$ cat config.mk
export PLATFORM = sky130hd
export DESIGN_NAME = multi_alarm
export DESIGN_NICKNAME = d
export VERILOG_FILES = /design/src/rtl/alarm_pkg.sv /design/src/rtl/alarm_channel.sv /design/src/rtl/multi_alarm.sv
export SDC_FILE = /design/constraint.sdc
export NUM_CORES = 1
export LEC_CHECK = 0
export BUFFER_PORTS_ARGS = -buffer_cell sky130_fd_sc_hd__buf_2
export CELL_PAD_IN_SITES_DETAIL_PLACEMENT = 1
export CELL_PAD_IN_SITES_GLOBAL_PLACEMENT = 2
export CORE_ASPECT_RATIO = 2
export CORE_MARGIN = 4
export CORE_UTILIZATION = 33
export CTS_BUF_LIST = sky130_fd_sc_hd__clkbuf_8
export DETAILED_ROUTE_END_ITERATION = 8
export GPL_TIMING_DRIVEN = 0
export PLACE_DENSITY_LB_ADDON = 0.1
export REMOVE_ABC_BUFFERS = 1
export SLEW_MARGIN = 0
export SYNTH_ARGS = -nofsm -noshare
export SYNTH_HDL_FRONTEND = slang
export SYNTH_SLANG_ARGS = --single-unit
$ cat constraint.sdc
create_clock -name clk -period 2.5 [get_ports clk]
set_clock_uncertainty 0.2 [all_clocks]
set_input_delay 0.5 -clock clk [delete_from_list [all_inputs] [get_ports clk]]
set_output_delay 0.5 -clock clk [all_outputs]
set_load 0.02 [all_outputs]
$ cat src/rtl/alarm_pkg.sv
// alarm_pkg -- shared definitions for the multi_alarm block.
// Holds the alarm FSM state encoding and the time-of-day constants
// used by the channel registers and the top-level controller.
package alarm_pkg;

    typedef enum logic [1:0] {
        IDLE    = 2'd0,
        RINGING = 2'd1,
        SNOOZED = 2'd2
    } alarm_state_t;

    localparam int unsigned MAX_HOUR    = 23;
    localparam int unsigned MAX_MIN     = 59;
    localparam int unsigned SEC_PER_MIN = 60;
    localparam int unsigned TIME_W      = 14;

endpackage

$ cat src/rtl/alarm_channel.sv
// alarm_channel -- one alarm channel: stored hour/minute, arm flag,
// setting logic and the time-match comparator.
// Ports:
//   clk, rst          clock, asynchronous active-high reset
//   sel               this channel is the one selected by set_sel
//   set_en            setting mode; inc/arm_toggle ignored when 0
//   set_hr_or_min     0 = inc acts on hour, 1 = inc acts on minute
//   inc, arm_toggle   single-cycle setting pulses
//   sec_tick          once-per-second pulse
//   hour_in, minute_in, second_in  current time (binary)
//   alarm_hr, alarm_min            stored time, zero-extended
//   armed             arm flag
//   match             combinational match on the current sec_tick
module alarm_channel
    import alarm_pkg::*;
(
    input  logic              clk,
    input  logic              rst,
    input  logic              sel,
    input  logic              set_en,
    input  logic              set_hr_or_min,
    input  logic              inc,
    input  logic              arm_toggle,
    input  logic              sec_tick,
    input  logic [TIME_W-1:0] hour_in,
    input  logic [TIME_W-1:0] minute_in,
    input  logic [TIME_W-1:0] second_in,
    output logic [TIME_W-1:0] alarm_hr,
    output logic [TIME_W-1:0] alarm_min,
    output logic              armed,
    output logic              match
);

    logic [4:0] hour_q;
    logic [5:0] minute_q;
    logic       armed_q;

    always_ff @(posedge clk or posedge rst) begin
        if (rst) begin
            hour_q   <= '0;
            minute_q <= '0;
            armed_q  <= 1'b0;
        end else if (sel && set_en) begin
            if (inc) begin
                if (!set_hr_or_min)
                    hour_q <= (hour_q == 5'(MAX_HOUR)) ? '0 : hour_q + 5'd1;
                else
                    minute_q <= (minute_q == 6'(MAX_MIN)) ? '0 : minute_q + 6'd1;
            end
            if (arm_toggle)
                armed_q <= ~armed_q;
        end
    end

    assign alarm_hr  = {{(TIME_W-5){1'b0}}, hour_q};
    assign alarm_min = {{(TIME_W-6){1'b0}}, minute_q};
    assign armed     = armed_q;

    assign match = sec_tick && armed_q &&
                   (hour_in   == alarm_hr) &&
                   (minute_in == alarm_min) &&
                   (second_in == '0);

endmodule

$ cat src/rtl/multi_alarm.sv
// multi_alarm -- NUM_ALARMS independent alarm channels sharing one
// ring/snooze controller.
// Ports:
//   clk, rst                       clock, asynchronous active-high reset
//   sec_tick                       once-per-second pulse
//   hour_in, minute_in, second_in  current time (binary)
//   set_en, set_sel, set_hr_or_min, inc, arm_toggle   channel setting
//   snooze, dismiss                ring control pulses
//   alarm_hr_out, alarm_min_out    stored time of channel set_sel
//   armed                          per-channel arm flags
//   ringing_ch                     channel ringing or snoozed
//   beep                           2 Hz on/off tone while ringing
//   snoozed                        high while snoozed
// Build option: define MULTI_ALARM_SNOOZE_EN to enable snooze and the
// SNOOZED state; without it snooze is ignored and snoozed is 0.
module multi_alarm
    import alarm_pkg::*;
#(
    parameter int unsigned NUM_ALARMS = 4,
    parameter int unsigned CLK_HZ     = 10000,
    parameter int unsigned RING_SEC   = 60,
    parameter int unsigned SNOOZE_MIN = 5,
    localparam int unsigned CH_W      = (NUM_ALARMS > 1) ? $clog2(NUM_ALARMS) : 1
) (
    input  logic                  clk,
    input  logic                  rst,
    input  logic                  sec_tick,
    input  logic [13:0]           hour_in,
    input  logic [13:0]           minute_in,
    input  logic [13:0]           second_in,
    input  logic                  set_en,
    input  logic [CH_W-1:0]       set_sel,
    input  logic                  set_hr_or_min,
    input  logic                  inc,
    input  logic                  arm_toggle,
    input  logic                  snooze,
    input  logic                  dismiss,
    output logic [13:0]           alarm_hr_out,
    output logic [13:0]           alarm_min_out,
    output logic [NUM_ALARMS-1:0] armed,
    output logic [CH_W-1:0]       ringing_ch,
    output logic                  beep,
    output logic                  snoozed
);

    localparam int unsigned RING_W    = $clog2(RING_SEC + 1);
    localparam int unsigned BEEP_HALF = CLK_HZ / 4;
    localparam int unsigned BEEP_W    = $clog2(BEEP_HALF + 1);

    logic [13:0]           ch_hr  [NUM_ALARMS];
    logic [13:0]           ch_min [NUM_ALARMS];
    logic [NUM_ALARMS-1:0] match;

    for (genvar g = 0; g < NUM_ALARMS; g++) begin : g_ch
        alarm_channel u_ch (
            .clk           (clk),
            .rst           (rst),
            .sel           (set_sel == CH_W'(g)),
            .set_en        (set_en),
            .set_hr_or_min (set_hr_or_min),
            .inc           (inc),
            .arm_toggle    (arm_toggle),
            .sec_tick      (sec_tick),
            .hour_in       (hour_in),
            .minute_in     (minute_in),
            .second_in     (second_in),
            .alarm_hr      (ch_hr[g]),
            .alarm_min     (ch_min[g]),
            .armed         (armed[g]),
            .match         (match[g])
        );
    end

    assign alarm_hr_out  = (32'(set_sel) < NUM_ALARMS) ? ch_hr[set_sel]  : '0;
    assign alarm_min_out = (32'(set_sel) < NUM_ALARMS) ? ch_min[set_sel] : '0;

    // Priority encoder: lowest matching channel wins.
    logic            any_match;
    logic [CH_W-1:0] first_idx;

    always_comb begin
        any_match = 1'b0;
        first_idx = '0;
        for (int unsigned i = 0; i < NUM_ALARMS; i++) begin
            if (match[i] && !any_match) begin
                any_match = 1'b1;
                first_idx = CH_W'(i);
            end
        end
    end

    alarm_state_t        state, state_nxt;
    logic [RING_W-1:0]   ring_cnt;
    logic [BEEP_W-1:0]   beep_cnt;
    logic                beep_q;
    logic                ring_abort;

    // Dismiss or disarming the active channel overrides everything else.
    assign ring_abort = dismiss || !armed[ringing_ch];

`ifdef MULTI_ALARM_SNOOZE_EN
    localparam int unsigned SNZ_LOAD = SNOOZE_MIN * SEC_PER_MIN;
    localparam int unsigned SNZ_W    = $clog2(SNZ_LOAD + 1);
    logic [SNZ_W-1:0] snz_cnt;
`else
    logic unused_snooze;
    assign unused_snooze = snooze;
`endif

    always_ff @(posedge clk or posedge rst) begin
        if (rst) state <= IDLE;
        else     state <= state_nxt;
    end

    always_comb begin
        state_nxt = state;
        case (state)
            IDLE: begin
                if (any_match) state_nxt = RINGING;
            end
            RINGING: begin
                if (ring_abort)
                    state_nxt = IDLE;
`ifdef MULTI_ALARM_SNOOZE_EN
                else if (snooze)
                    state_nxt = SNOOZED;
`endif
                else if (sec_tick && ring_cnt == RING_W'(RING_SEC - 1))
                    state_nxt = IDLE;
            end
`ifdef MULTI_ALARM_SNOOZE_EN
            SNOOZED: begin
                if (ring_abort)
                    state_nxt = IDLE;
                else if (sec_tick && snz_cnt == SNZ_W'(1))
                    state_nxt = RINGING;
            end
`endif
            default: state_nxt = IDLE;
        endcase
    end

    logic entering_ring;
    assign entering_ring = (state_nxt == RINGING) && (state != RINGING);

    always_ff @(posedge clk or posedge rst) begin
        if (rst) begin
            ringing_ch <= '0;
            ring_cnt   <= '0;
            beep_cnt   <= '0;
            beep_q     <= 1'b0;
        end else begin
            if (state == IDLE && any_match)
                ringing_ch <= first_idx;

            if (entering_ring)
                ring_cnt <= '0;
            else if (state == RINGING && sec_tick)
                ring_cnt <= ring_cnt + RING_W'(1);

            // Tone phase restarts high on every entry into RINGING.
            if (entering_ring) begin
                beep_q   <= 1'b1;
                beep_cnt <= '0;
            end else if (state == RINGING) begin
                if (beep_cnt == BEEP_W'(BEEP_HALF - 1)) begin
                    beep_q   <= ~beep_q;
                    beep_cnt <= '0;
                end else begin
                    beep_cnt <= beep_cnt + BEEP_W'(1);
                end
            end else begin
                beep_q   <= 1'b0;
                beep_cnt <= '0;
            end
        end
    end

`ifdef MULTI_ALARM_SNOOZE_EN
    always_ff @(posedge clk or posedge rst) begin
        if (rst)
            snz_cnt <= '0;
        else if (state == RINGING && state_nxt == SNOOZED)
            snz_cnt <= SNZ_W'(SNZ_LOAD);
        else if (state == SNOOZED && sec_tick && snz_cnt != '0)
            snz_cnt <= snz_cnt - SNZ_W'(1);
    end
`endif

    always_comb begin
        beep    = (state == RINGING) && beep_q;
        snoozed = 1'b0;
`ifdef MULTI_ALARM_SNOOZE_EN
        snoozed = (state == SNOOZED);
`endif
    end

endmodule
# Word-level counts from Yosys, hierarchy flattened
# Cells that the tools add are included.
dict set report word_totals {
  regBits 71
  inputBits 53
  output_inout_bits 36
  wordCells 145
}
dict set report classes {
  n_addsub 10
  n_lt_le_gt_ge 2
  bitwise 7
  reduce_logical 49
  n_mux 35
  eq_ne 25
}
# operator n
set op_table {}
lappend op_table {{$bmux 14 s2} 2}
lappend op_table {{$eq 14x5->1} 4}
lappend op_table {{$eq 14x6->1} 4}
lappend op_table {{$mux 14} 4}
lappend op_table {{$mux 12} 3}
lappend op_table {{$mux 6} 6}
lappend op_table {{$add 6x1->6 const B} 5}
lappend op_table {{$eq 6x6->1 const B} 5}
lappend op_table {{$logic_and 1x1->1} 28}
lappend op_table {{$reduce_and 3->1} 8}
lappend op_table {{$add 5x1->5 const B} 4}
lappend op_table {{$eq 5x5->1 const B} 4}
lappend op_table {{$mux 5} 4}
lappend op_table {{$logic_not 14->1} 1}
lappend op_table {{$add 12x1->12 const B} 1}
lappend op_table {{$eq 12x12->1 const B} 1}
lappend op_table {{$mux 2} 5}
lappend op_table {{$mux 1} 9}
lappend op_table {{$reduce_and 2->1} 4}
lappend op_table {{$eq 2x1->1 const B} 3}
lappend op_table {{$not 1->1} 6}
lappend op_table {{$eq 2x2->1 const B} 2}
lappend op_table {{$logic_not 1->1} 4}
lappend op_table {{$logic_not 2->1} 2}
lappend op_table {{9 further kinds} 9}

# Longest topological paths before layout
dict set report logic_depth {
  word_depth 19
  ltp_mapped 6
  depth_no_buf 5
}

# Modules after synthesis
# A second synthesis with hierarchy kept.
dict set report hier_totals {
  hier_cells 570
  hier_area_um2 5624.1
}
# mod cells_per_inst area_per_inst_um2 seq_area_each_um2 instances
set modules_own_cells {}
lappend modules_own_cells {alarm_channel 102 939.7 300.3 4}
lappend modules_own_cells {multi_alarm 162 1865.5 575.6 1}

# Least setup slack after synthesis
# Ideal clock, no wire load.
dict set report synth_path {
  kind {input port to output port}
  from {in set_sel[0]}
  to {out alarm_hr_out[1]}
  stages 3
  path_slack_ns 0.252
  arrival_time_ns 1.548
  path_buffers 2
  required_ns 1.800
  path_cell_list {buf_2 > buf_2 > mux4_2}
}
dict set report synth_via {
  elab_chain_cells 4
}
# item line
set synth_rtl {}
lappend synth_rtl {{start, declared} multi_alarm.sv:32} ;# input logic [CH_W-1:0] set_sel,
lappend synth_rtl {{$not 2->3 (implied by the code)} multi_alarm.sv:74} ;# assign alarm_hr_out = (32'(set_sel) < NUM_ALARMS) ? ch_hr[set_sel] : '0;
lappend synth_rtl {{$bmux 14 s2} multi_alarm.sv:74}
lappend synth_rtl {{$mux 14 (implied by the code) (2 in series)} multi_alarm.sv:74}
lappend synth_rtl {{end, declared} multi_alarm.sv:38} ;# output logic [13:0] alarm_hr_out,
# No other way between the ends. The select of a mux whose other input is x is not followed.

# Worst setup path in the final report
dict set report layout_path {
  from {in set_sel[0]}
  to {out alarm_min_out[2]}
}
dict set report layout_via {
  elab_chain_cells 4
}
# item line
set layout_rtl {}
lappend layout_rtl {{$not 2->3 (implied by the code)} multi_alarm.sv:75} ;# assign alarm_min_out = (32'(set_sel) < NUM_ALARMS) ? ch_min[set_sel] : '0;
lappend layout_rtl {{$bmux 14 s2} multi_alarm.sv:75}
lappend layout_rtl {{$mux 14 (implied by the code) (2 in series)} multi_alarm.sv:75}
lappend layout_rtl {{end, declared} multi_alarm.sv:39} ;# output logic [13:0] alarm_min_out,
# No other way between the ends. The select of a mux whose other input is x is not followed.

==> impl_metrics.csv <==
group,metric,value,unit
status,status,"completed",
critical_path,critPathRequiredTime,1800,ps
critical_path,arrival,1720,ps
die,num_rows,60,
timing,hold_violations,0,
drt,drcViolationCount,0,
placement,dp.final_hpwl,10400,microns
die,start_util,33.8,%
synthesis,ys_async_sr_fraction,100,%
timing,timing.fmax,0.414,GHz
layout,drive_gt1_share,22.9,%
cts,ctsLongestPathBuffers,2,
drt,wl_per_cell,18.5,microns
drt,drt_first_iter_violations,125,
die,ioPinCount,89,
die,die_y,175,microns
critical_path,cp-start-kind,"input pin",
synthesis,yosysSeqAreaShare,38.7,%
timing,worst_slack,83.3,ps
timing,finalCriticalPeriod,2420,ps
grt,grt_pass1_wl,21500,microns
cts,cts_setup_buffers,0,
power,power_frac_clock,28.2,%
power,power.switching,1.37,mW
grt,grtUsageTotal,17.2,%
critical_path,endpoint_kind,"output port",
grt,grt_pass1_vias,4033,
cts,tritoncts,"built",
timing,min_period_over_period,96.7,%
cts,cts.sinks,71,
cts,clk_latency,360,ps
synthesis,synth.avg_cell_area,10.1,sq um
drt,vias_per_cell,5.08,
drt,drt_pass1_iterations,4,
timing,setup_tns,0,ps
die,coreArea,13600,sq um
layout,syn_to_final_growth,13.9,%
layout,n_antenna_cell,0,
power,comb_power_share,27.3,%
timing,tightest_slew,654,ps
layout,stdcell_area,5230,sq um
timing,slew_headroom,56.0,%
timing,slew_violations,0,
layout,final_nets,578,
cts,numCtsBuffers,9,
grt,grt_max_degree,47,
placement,place_ws,-20.0,ps
synthesis,synth_cell_types,53,
cts,cts_repair_resize_count,0,
flow_run,drv_cap,0,
timing,rsz0062_at_grt,"false",
power,internal_power,2.44,mW
timing,hold_ws,275,ps
drt,routed_wirelength,13100,microns
cts,cts.root.buffer_cell,"clkbuf_8",
grt,grt-ovfl-total,0,
cts,path_clk_slew,80,ps
synthesis,netlist_instances,455,
min_path,min_path_type,"input pin to flip-flop",
drt,vias,3585,
placement,place.gp.congestion,0.882,
power,p_per_area,728,nW/um^2
grt,antenna_found_initial,0,
timing,setup_violations,0,
placement,port_buffers,69,
synthesis,netlist_area,4590,sq um
synthesis,ys.flop_type,"dfrtp_1",
power,power.leakage,2.24,nW
power,switching_share,35.9,%
power,power,3.81,mW
die,die-area,16000,sq um
synthesis,ys_ff_latch,71,
synthesis,synth_edf_count,0,
power,p_seq_share,44.5,%
die,die_w,91.4,microns
critical_path,worstSetupPathType,"input pin to output port",
cts,cts_hold_repair.buffers,1,
power,irDropWorstVdd,0.000371,V
placement,placed_area,5000,sq um
synthesis,yosysWarnings,0,
critical_path,cp_max_fo,18,
cts,h-tree-depth,3,
drt,ant_nets,0,
cells by family after synthesis:
kind of cell	count (synthesis)	share of synthesized area (%)
AOI/OAI and AO/OA	39	6.00
muxes	22	8.31
and+or+nand+nor	187	22.2
buffers and inverters	44	6.21
xor gates and xnor gates	81	15.8
adders and majority gates	10	2.72
other	1	0.0817
DFF	71	38.7
critical path: stages:
cell and delay [ps]:
buf_2 410, mux4_2 610, buf_2 180
sequential cells by signal, summed over array words and instances (netlist names):
signal / cells
g_ch.u_ch.minute_q: 24
g_ch.u_ch.hour_q: 20
beep_cnt: 12
ring_cnt: 6
g_ch.u_ch.armed: 4
ringing_ch: 2
state: 2
beep_q: 1
cell usage after synthesis (all sizes together) (5+ instances only):
cell | instances | share of area [%]
or3 | 6 | 1.3
ha | 10 | 2.7
nor3 | 12 | 1.3
nand2b | 5 | 0.68
a21o | 6 | 0.98
xor2 | 21 | 4.0
dfrtp | 71 | 39
nand2 | 30 | 2.5
xnor2 | 60 | 12
buf | 35 | 5.4
nor2 | 42 | 3.5
o21ai | 18 | 2.0
nor2b | 5 | 0.68
nand3 | 18 | 2.1
nor4 | 9 | 1.2
nand4 | 35 | 4.8
and3 | 10 | 1.4
mux4 | 12 | 5.9
clkbuf | 5 | 0.49
mux2 | 9 | 2.2
power by group through the flow:
stage | sequential (mW) | clock, mW | combinational (mW)
6_report | 1.70 | 1.07 | 1.04
2_1_floorplan | 1.63 | 0 | 0.701
4_1_cts | 1.70 | 1.11 | 1.06
3_3_place_gp | 1.71 | 0 | 1.01
3_5_place_dp | 1.72 | 0 | 1.05
5_1_grt | 1.74 | 1.17 | 1.16
per-layer routing:
layer	routed length [microns]	GRT usage (%)	up-vias	share of wire, %
li1	-	-	1703	-
met1	4870	18.7	1804	37
met2	7530	32.4	58	58
met3	343	2.67	20	2.6
met4	332	6.86	0	2.5
met5	0	0	-	0
worst paths after layout:
path | cells past startpoint | endpoint | start | slack [ps]
max in group asynchronous | 4 | g_ch[0].u_ch.hour_q[0] | rst | 1050
min in group asynchronous | 3 | g_ch[3].u_ch.minute_q[0] | rst | 480
worst max-delay path | 3 | alarm_min_out[2] | set_sel[0] | 80
worst min-delay path | 4 | state[0] | dismiss | 270
worst min register to register | 1 | beep_cnt[0] | beep_cnt[0] | 330
worst max register to register | 5 | ring_cnt[1] | g_ch[1].u_ch.minute_q[3] | 390
metrics by stage:
stage | utilization (%) | cells
final | 38.5 | 706
after global routing | 38.5 | 706
after detailed placement | 36.8 | 689
after global placement | 36.6 | 688
after CTS | 38.5 | 706
after floorplan | - | 433
area by class of cell:
cell class / instances / area, sq um
Clock buffer: 11 / 151
Clock inverter: 5 / 72.6
Fill cell: 1583 / 8360
Inverter: 4 / 17.5
Multi-Input combinational cell: 358 / 2600
Sequential cell: 71 / 1780
Tap cell: 186 / 233
Timing Repair Buffer: 71 / 383
layout by cell type, fill, tap and decap left out, types with 2 or more instances in the layout:
master / instances
inv_1: 5
a21oi_1: 2
xnor2_1: 58
conb_1: 19
a22o_1: 3
o21ai_0: 16
a21o_1: 6
and4b_1: 3
bufinv_16: 2
nor4_1: 9
xnor2_2: 2
nor2_1: 40
nor2b_1: 5
nand2_1: 30
mux4_2: 12
and3_1: 10
mux2_2: 9
nor2_2: 2
o2111ai_1: 2
buf_2: 69
nand3_1: 17
dfrtp_1: 71
nor3b_1: 4
nand2b_1: 5
xor2_1: 21
nand4_1: 35
clkbuf_8: 11
or3_1: 2
o21ai_1: 2
or3_4: 4
ha_1: 10
nor3_1: 12
No activity file was read; power rests on OpenSTA's default activity.
